[src/rtl/key_debounce_if.sv]
// Push-button bus between the board keys and the key-handling logic.
// The design side takes the slave modport; the producer/observer takes master.
interface key_debounce_if #(
  parameter int N_KEYS = 4
);
  logic [N_KEYS-1:0] key_n;
  logic [N_KEYS-1:0] repeat_en;
  logic [N_KEYS-1:0] key_level;
  logic [N_KEYS-1:0] key_press;
  logic [N_KEYS-1:0] key_release;
  logic [N_KEYS-1:0] key_repeat;
  logic              key_any;

  modport slave (
    input  key_n, repeat_en,
    output key_level, key_press, key_release, key_repeat, key_any
  );

  modport master (
    output key_n, repeat_en,
    input  key_level, key_press, key_release, key_repeat, key_any
  );
endinterface

[src/rtl/key_debounce.sv]
// Per-key synchronizer, counter debouncer and auto-repeat FSM for the
// active-low push-buttons; emits clean levels plus press/release/repeat pulses.
module key_debounce #(
  parameter int N_KEYS          = 4,
  parameter int DEBOUNCE_CYCLES = 1000000,
  parameter int REPEAT_DELAY    = 25000000,
  parameter int REPEAT_RATE     = 5000000,
  parameter int CNT_W           = 25
) (
  input  logic           clk,
  input  logic           rst,
  key_debounce_if.slave  bus
);

  localparam logic [CNT_W-1:0] DB_LAST  = CNT_W'(DEBOUNCE_CYCLES - 1);
  localparam logic [CNT_W-1:0] RD_LAST  = CNT_W'(REPEAT_DELAY - 1);
  localparam logic [CNT_W-1:0] RR_LAST  = CNT_W'(REPEAT_RATE - 1);

  typedef enum logic [1:0] {
    IDLE   = 2'd0,
    DELAY  = 2'd1,
    REPEAT = 2'd2
  } rep_state_t;

  logic [N_KEYS-1:0] level_v;
  logic [N_KEYS-1:0] press_v;
  logic [N_KEYS-1:0] release_v;
  logic [N_KEYS-1:0] repeat_v;

  for (genvar i = 0; i < N_KEYS; i++) begin : g_key
    logic [1:0]       sync;
    logic             s;
    logic [CNT_W-1:0] dcnt;
    logic             stable;
    logic             press_q;
    logic             release_q;
    logic             accept;
    logic             press_flip;
    logic             release_flip;

    rep_state_t       state, state_nxt;
    logic [CNT_W-1:0] rcnt, rcnt_nxt;
    logic             repeat_q, repeat_nxt;

    // Synchronizer resets to the released level so no spurious press follows reset.
    // NOTE: every clocked register here uses <= so all flops see pre-edge values;
    // blocking assignments would let sync[1] capture the new sync[0] in one edge.
    always_ff @(posedge clk) begin
      if (rst) sync <= 2'b11;
      else     sync <= {sync[0], bus.key_n[i]};
    end

    assign s            = ~sync[1];
    assign accept       = (s != stable) && (dcnt == DB_LAST);
    assign press_flip   = accept && s;
    assign release_flip = accept && !s;

    always_ff @(posedge clk) begin
      if (rst) begin
        dcnt      <= '0;
        stable    <= 1'b0;
        press_q   <= 1'b0;
        release_q <= 1'b0;
      end else begin
        press_q   <= press_flip;
        release_q <= release_flip;
        if (s == stable) begin
          dcnt <= '0;
        end else if (accept) begin
          stable <= s;
          dcnt   <= '0;
        end else begin
          dcnt <= dcnt + 1'b1;
        end
      end
    end

    // Release and a cleared enable both win over a coincident repeat tick.
    // NOTE: every output of this block gets a default first, so no path leaves
    // a variable unassigned and no latch is inferred.
    always_comb begin
      state_nxt  = state;
      rcnt_nxt   = rcnt;
      repeat_nxt = 1'b0;
      unique case (state)
        IDLE: begin
          if (press_flip && bus.repeat_en[i]) begin
            state_nxt = DELAY;
            rcnt_nxt  = '0;
          end
        end
        DELAY: begin
          if (release_flip || !bus.repeat_en[i]) begin
            state_nxt = IDLE;
            rcnt_nxt  = '0;
          end else if (rcnt == RD_LAST) begin
            state_nxt  = REPEAT;
            rcnt_nxt   = '0;
            repeat_nxt = 1'b1;
          end else begin
            rcnt_nxt = rcnt + 1'b1;
          end
        end
        REPEAT: begin
          if (release_flip || !bus.repeat_en[i]) begin
            state_nxt = IDLE;
            rcnt_nxt  = '0;
          end else if (rcnt == RR_LAST) begin
            rcnt_nxt   = '0;
            repeat_nxt = 1'b1;
          end else begin
            rcnt_nxt = rcnt + 1'b1;
          end
        end
        default: begin
          state_nxt = IDLE;
          rcnt_nxt  = '0;
        end
      endcase
    end

    always_ff @(posedge clk) begin
      if (rst) begin
        state    <= IDLE;
        rcnt     <= '0;
        repeat_q <= 1'b0;
      end else begin
        state    <= state_nxt;
        rcnt     <= rcnt_nxt;
        repeat_q <= repeat_nxt;
      end
    end

    assign level_v[i]   = stable;
    assign press_v[i]   = press_q;
    assign release_v[i] = release_q;
    assign repeat_v[i]  = repeat_q;
  end

  assign bus.key_level   = level_v;
  assign bus.key_press   = press_v;
  assign bus.key_release = release_v;
  assign bus.key_repeat  = repeat_v;
  assign bus.key_any     = |level_v;

endmodule

[src/flat_wrapper.sv]
// flat-port wrapper written by rule: the top's interface ports become plain ports
module key_debounce_flat 
#(
  parameter int N_KEYS          = 4,
  parameter int DEBOUNCE_CYCLES = 1000000,
  parameter int REPEAT_DELAY    = 25000000,
  parameter int REPEAT_RATE     = 5000000,
  parameter int CNT_W           = 25
)
  (clk, rst, bus_key_n, bus_repeat_en, bus_key_level, bus_key_press, bus_key_release, bus_key_repeat, bus_key_any);
  key_debounce_if #(.N_KEYS(N_KEYS)) bus_i ();
  input  logic clk;
  input  logic rst;
  input wire logic [$bits(bus_i.key_n)-1:0] bus_key_n;
  input wire logic [$bits(bus_i.repeat_en)-1:0] bus_repeat_en;
  output wire logic [$bits(bus_i.key_level)-1:0] bus_key_level;
  output wire logic [$bits(bus_i.key_press)-1:0] bus_key_press;
  output wire logic [$bits(bus_i.key_release)-1:0] bus_key_release;
  output wire logic [$bits(bus_i.key_repeat)-1:0] bus_key_repeat;
  output wire logic [$bits(bus_i.key_any)-1:0] bus_key_any;
  assign bus_i.key_n = bus_key_n;
  assign bus_i.repeat_en = bus_repeat_en;
  assign bus_key_level = bus_i.key_level;
  assign bus_key_press = bus_i.key_press;
  assign bus_key_release = bus_i.key_release;
  assign bus_key_repeat = bus_i.key_repeat;
  assign bus_key_any = bus_i.key_any;
  key_debounce #(.N_KEYS(N_KEYS), .DEBOUNCE_CYCLES(DEBOUNCE_CYCLES), .REPEAT_DELAY(REPEAT_DELAY), .REPEAT_RATE(REPEAT_RATE), .CNT_W(CNT_W)) u_core (.clk(clk), .rst(rst), .bus(bus_i));
endmodule
[config.mk]
export PLATFORM = sky130hd
export DESIGN_NAME = key_debounce_flat
export DESIGN_NICKNAME = d
export VERILOG_FILES = /design/src/rtl/key_debounce_if.sv /design/src/rtl/key_debounce.sv /design/src/flat_wrapper.sv
export SDC_FILE = /design/constraint.sdc
export NUM_CORES = 1
export LEC_CHECK = 0
export CELL_PAD_IN_SITES_DETAIL_PLACEMENT = 1
export CELL_PAD_IN_SITES_GLOBAL_PLACEMENT = 1
export CORE_MARGIN = 3
export CORE_UTILIZATION = 51
export DETAILED_ROUTE_END_ITERATION = 8
export PLACE_DENSITY_LB_ADDON = 0.1
export SYNTH_ARGS = -nofsm -noshare
export SYNTH_HDL_FRONTEND = slang
export SYNTH_SLANG_ARGS = --single-unit
[constraint.sdc]
create_clock -name clk -period 5.2 [get_ports clk]
set_clock_uncertainty 0.05 [all_clocks]
set_input_delay 1.04 -clock clk [delete_from_list [all_inputs] [get_ports clk]]
set_output_delay 1.04 -clock clk [all_outputs]
set_load 0.03 [all_outputs]
# After elaboration in Yosys (flattened, before gate mapping)
# Cells that the tools add are included.
totals:
  ff_bits: 232
  inputBits: 10
  out_inout_bits: 17
  elab_cells: 193
op_classes:
  addsub: 8
  eq_ne: 40
  muxes: 64
  bitwise: 8
  reduce_logical: 41
op_table:
  columns: ["operator", "count"]
  rows:
  - ["$mux W25", 20]
  - ["$pmux W25 S3", 4]
  - ["$add A25 B1 Y25 const B", 8]
  - ["$eq A25 B20 Y1 const B", 4]
  - ["$eq A25 B23 Y1 const B", 4]
  - ["$eq A25 B25 Y1 const B", 4]
  - ["$mux W2", 16]
  - ["$pmux W2 S3", 4]
  - ["$logic_and A1 B1 Y1", 16]
  - ["$mux W1", 16]
  - ["$ne A2 B1 Y1 const B", 8]
  - ["$ne A3 B1 Y1 const B", 4]
  - ["$reduce_and A3 Y1", 4]
  - ["$reduce_or A3 Y1", 4]
  - ["$eq A2 B1 Y1 const B", 4]
  - ["$eq A2 B2 Y1 const B", 4]
  - ["$logic_not A2 Y1", 4]
  - ["$not A1 Y1", 8]
  - ["$pmux W1 S2", 4]
  - ["$reduce_and A2 Y1", 4]
  - ["$eq A1 B1 Y1", 4]
  - ["$logic_not A1 Y1", 4]
  - ["$logic_or A1 B1 Y1", 4]
  - ["$ne A1 B1 Y1", 4]
  - ["$reduce_or A4 Y1", 1]

# Longest topological paths before layout
logic_depth:
  depth_word: 7
  mapped_depth: 9
  mapped_depth_nobuf: 7

# Worst setup path after synthesis
# No wires, ideal clock.
synth_path:
  path_type: "input to register"
  from: "input bus_repeat_en[0]"
  to: "register u_core.g_key[0].rcnt[12]"
  setup_ns: 0.074
  arrival_ns: 2.321
  required_ns: 5.076
  slack_ns: 2.755
  stages: 7
  path_buffers: 2
  cell_sequence: "nand2_1 > o41a_1 > a2111oi_2 > buf_6 > buf_6 > o21ai_1 > a31oi_1"
synth_between:
  elab_chain_cells: 4
  word_cells_on_any_way: 7
  cone_classes: "eq/ne (1); mux (3); reduce/logical (3)"
synth_rtl:
  columns: ["item", "line", "text"]
  rows:
  - ["start, declared", "flat_wrapper.sv:15", "input wire logic [$bits(bus_i.repeat_en)-1:0] bus_repeat_en;"]
  - ["$logic_not A1 Y1", "key_debounce.sv:93, key_debounce.sv:105", null]
  - ["$logic_or A1 B1 Y1", "key_debounce.sv:93, key_debounce.sv:105", null]
  - ["$mux W25, on equally long branches", "key_debounce.sv:105, key_debounce.sv:93", null]
  - ["$pmux W25 S3", "key_debounce.sv:85", "unique case (state)"]
  - ["end signal, assigned", "key_debounce.sv:129", "rcnt <= rcnt_nxt;"]
  - ["end, declared", "key_debounce.sv:42", "logic [CNT_W-1:0] rcnt, rcnt_nxt;"]
# Several ways; a longest one is shown, not always the timed one.
# A chain may end at the register's enable or synchronous reset.

# Worst setup path after layout
layout_path:
  from: "register u_core.g_key[3].stable"
  to: "output bus_key_any"
layout_between:
  elab_chain_cells: 1
layout_rtl:
  columns: ["item", "line", "text"]
  rows:
  - ["start, declared", "key_debounce.sv:34", "logic stable;"]
  - ["start signal, assigned", "key_debounce.sv:70", "stable <= s;"]
  - ["$reduce_or A4 Y1", "key_debounce.sv:144", "assign bus.key_any = |level_v;"]
  - ["end, declared", "flat_wrapper.sv:20", "output wire logic [$bits(bus_i.key_any)-1:0] bus_key_any;"]
# No other way between the ends.

==> flow_metrics.py <==
metrics = {
    "sta": {
        "final.setup.tns_ps": 0,
        "finalMaxSlewViolations": 0,
        "worst_pin_slew_ps": 1130,
        "period_share_pct": 62.8,
        "slew_headroom_pct": 23.9,
        "fmax_mhz": 306,
        "rsz0062_at_grt": "false",
        "final_hold_viol_count": 0,
        "finalSetupViolCount": 0,
        "post-route-min-period_ps": 3270,
    },
    "floorplanning": {
        "core_um2": 22200,
        "die_x_um": 158,
        "start_util_pct": 52.9,
        "placementRows": 54,
        "die_area_um2": 24900,
        "ioPinCount": 27,
        "die_h_um": 158,
    },
    "worst_setup_path": {
        "cp_cell_sequence": "or4_1, clkdlybuf4s50_1",
        "r2r_setup_slack_ps": 2070,
        "r2r-end": "u_core.g_key[2].rcnt[5]$_SDFFE_PP0P_",
        "end_kind": "output port",
        "startpoint_type": "register",
        "worstSetupPathType": "register to output port",
        "max_stage_delay_ps": 630,
        "crit_family": "buffers and inverters",
        "worstReg2RegStart": "u_core.g_key[2].dcnt[0]$_SDFF_PP0_",
        "crit_buf_inv": 1,
        "cp_max_fo": 6,
        "worstPathArrival_ps": 2180,
        "crit_slowest_cell": "clkdlybuf4s50_1",
        "critPathRequiredTime_ps": 4110,
        "reg2reg_depth": 8,
    },
    "placement": {
        "dp_hpwl_um": 21100,
        "gp_congestion": 0.804,
        "placedCellCount": 1681,
        "io_buffers": 26,
    },
    "synthesis": {
        "synth.net_count": 1475,
        "synth_seq_cells": 232,
        "synth_warnings": 0,
        "synthArstFlopShare_pct": 0,
        "syn-cell-area_um2": 11800,
        "syn_inst": 1445,
        "synth.yosys.seq_area_share_pct": 39.5,
        "ys.flop_type": "dfxtp_1",
        "syn_area_per_cell_um2": 8.14,
        "yosys.cell_types.count": 71,
        "synth_edf_count": 0,
    },
    "detailed_routing": {
        "viasPerCell": 6.14,
        "vias": 10600,
        "wl_per_cell_um": 17.9,
        "ant_nets": 0,
        "dr.pass1.iters": 5,
        "route.detailed.drc": 0,
        "drt_wl_total_um": 30800,
        "drt_iter0_drc": 538,
    },
    "finish": {
        "final_cells": 1724,
        "drive_gt1_share_pct": 5.12,
        "area_delta_synth_final_pct": 9.75,
        "final_util_pct": 58.1,
        "antenna_cells": 0,
        "fin_nets": 1459,
    },
    "job": {
        "drv_cap": 0,
    },
    "cts": {
        "clk_latency_ps": 530,
        "cts_hold_buf": 0,
        "cts_resized": 0,
        "cts_buffers": 26,
        "cts_setup_buffers": 0,
        "cts_sinks": 232,
        "clkTransAtPathRegs_ps": 60,
        "htreeDepth": 1,
        "cts_tree": "yes",
        "cts_buffer_depth": 3,
        "root_buffer": "clkbuf_16",
    },
    "power": {
        "p_per_area_nw_per_um2": 284,
        "ir_worst_vdd_uv": 226,
        "p_leak_nw": 4.18,
    },
    "global_routing": {
        "grt_pass1_wl_um": 53200,
        "gr-total-overflow": 0,
        "grtUsageTotal_pct": 25.0,
        "grt_max_degree": 63,
        "grt_pass1_vias": 10900,
        "antenna_found_initial": 0,
    },
    "hold_path": {
        "min_to": "u_core.g_key[2].sync[1]$_SDFF_PP1_",
        "hp-class": "register to register",
        "whs_path_depth": 1,
        "min-delay-start": "u_core.g_key[2].sync[0]$_SDFF_PP1_",
    },
    "run_status": {
        "status": "finished, final reports clean",
    },
}
## state kept, by name, indices dropped and copies added, names as in the netlist
signal                  cells
u_core.g_key.dcnt         100
u_core.g_key.press_q        4
u_core.g_key.rcnt         100
u_core.g_key.release_q      4
u_core.g_key.repeat_q       4
u_core.g_key.stable         4
u_core.g_key.state          8
u_core.g_key.sync           8
## worst max path at each step
stage | endpoint | startpoint | cells past startpoint
after floorplan | u_core.g_key[0].rcnt[12]$_SDFFE_PP0P_ | bus_repeat_en[0] | 7
after global placement | u_core.g_key[0].rcnt[10]$_SDFFE_PP0P_ | bus_repeat_en[0] | 7
after detailed placement | u_core.g_key[0].rcnt[10]$_SDFFE_PP0P_ | bus_repeat_en[0] | 7
after CTS | bus_key_any | u_core.g_key[2].stable$_SDFFE_PP0P_ | 2
after global routing | u_core.g_key[2].rcnt[11]$_SDFFE_PP0P_ | u_core.g_key[2].rcnt[0]$_SDFFE_PP0P_ | 7
final | bus_key_any | u_core.g_key[3].stable$_SDFFE_PP0P_ | 2
## power breakdown
part           internal (W)  switching [W]  total (W)
combinational     0.0000169      0.0000371  0.0000540
sequential          0.00178     0.00000308    0.00178
clock               0.00110       0.000730    0.00183
## worst reg2reg max path: stages, from the launching register on
cell,delay (ps)
dfxtp_1,390
ha_1,240
and2_1,220
nand2_1,230
or4_1,600
a211oi_2,690
buf_4,320
o211ai_1,120
a31oi_1,210
## Yosys cell counts, types with 36 or more instances
master	instances	area [µm²]
dfxtp_1	232	4640
nor3_1	45	225
nand2_1	152	571
clkbuf_1	48	180
nand3_1	102	510
xor2_1	61	534
xnor2_1	39	342
nand4_1	56	350
nor4_1	36	225
a21oi_1	40	200
a31oi_1	52	325
nor2_1	170	638
## cell usage in the layout (no fill, tap or decap), types with 9 or more instances in the layout
cell | Yosys | routed
nand2b_1 | 14 | 14
clkbuf_16 | 0 | 27
nand2_1 | 152 | 152
ha_1 | 20 | 20
a31oi_1 | 52 | 52
nand4_1 | 56 | 56
o21ai_1 | 9 | 9
or2_2 | 17 | 17
inv_1 | 33 | 33
and2_1 | 12 | 12
xnor2_1 | 39 | 39
nor2b_1 | 11 | 11
nor4b_1 | 10 | 10
nor4_1 | 36 | 36
a21oi_1 | 40 | 40
nand3_1 | 102 | 102
dfxtp_1 | 232 | 232
and3_1 | 35 | 35
nor2_1 | 170 | 170
clkdlybuf4s50_1 | 0 | 25
nand3b_1 | 15 | 15
and4_1 | 20 | 20
or3_1 | 10 | 10
nor3_1 | 45 | 45
a21o_1 | 14 | 14
xor2_1 | 61 | 61
o21ai_0 | 35 | 35
or4_1 | 17 | 17
## cells by family (layout without fill, tap and decap cells)
group	after synthesis	in the layout	share of synthesized area, %
compound gates	227	227	12.9
xor+xnor	100	100	7.45
fa+ha+maj	20	20	2.13
buf+inv	110	109	4.31
flops	232	232	39.5
mux	6	6	0.511
simple gates	750	750	33.2
## through the flow
step | setup WS [ps] | power [W] | hold WS (ps) | area [µm²]
5_1_grt | 1800 | 0.00379 | 381 | 12900
4_1_cts | 1920 | 0.00371 | 365 | 12900
6_report | 1930 | 0.00367 | 360 | 12900
3_5_place_dp | 1800 | 0.00188 | 353 | 12100
2_1_floorplan | 2750 | 0.00186 | 339 | 11800
3_3_place_gp | 1880 | 0.00188 | 346 | 12100
## layout make-up
type,count,area (µm²)
multi-input cells,1103,6640
clock buffers,41,808
inverters,33,124
clock inverters,2,38.8
repair buffers,33,310
flip-flops and latches,232,4640
fillers,2704,9320
well taps,280,350
## metal layers
metal / wire length [µm] / GRT usage (%)
met2: 14900 / 43.5
met3: 780 / 2.71
met4: 673 / 6.24
met5: 0 / 0
met1: 14400 / 33.4
No activity file was read; power rests on OpenSTA's default activity.
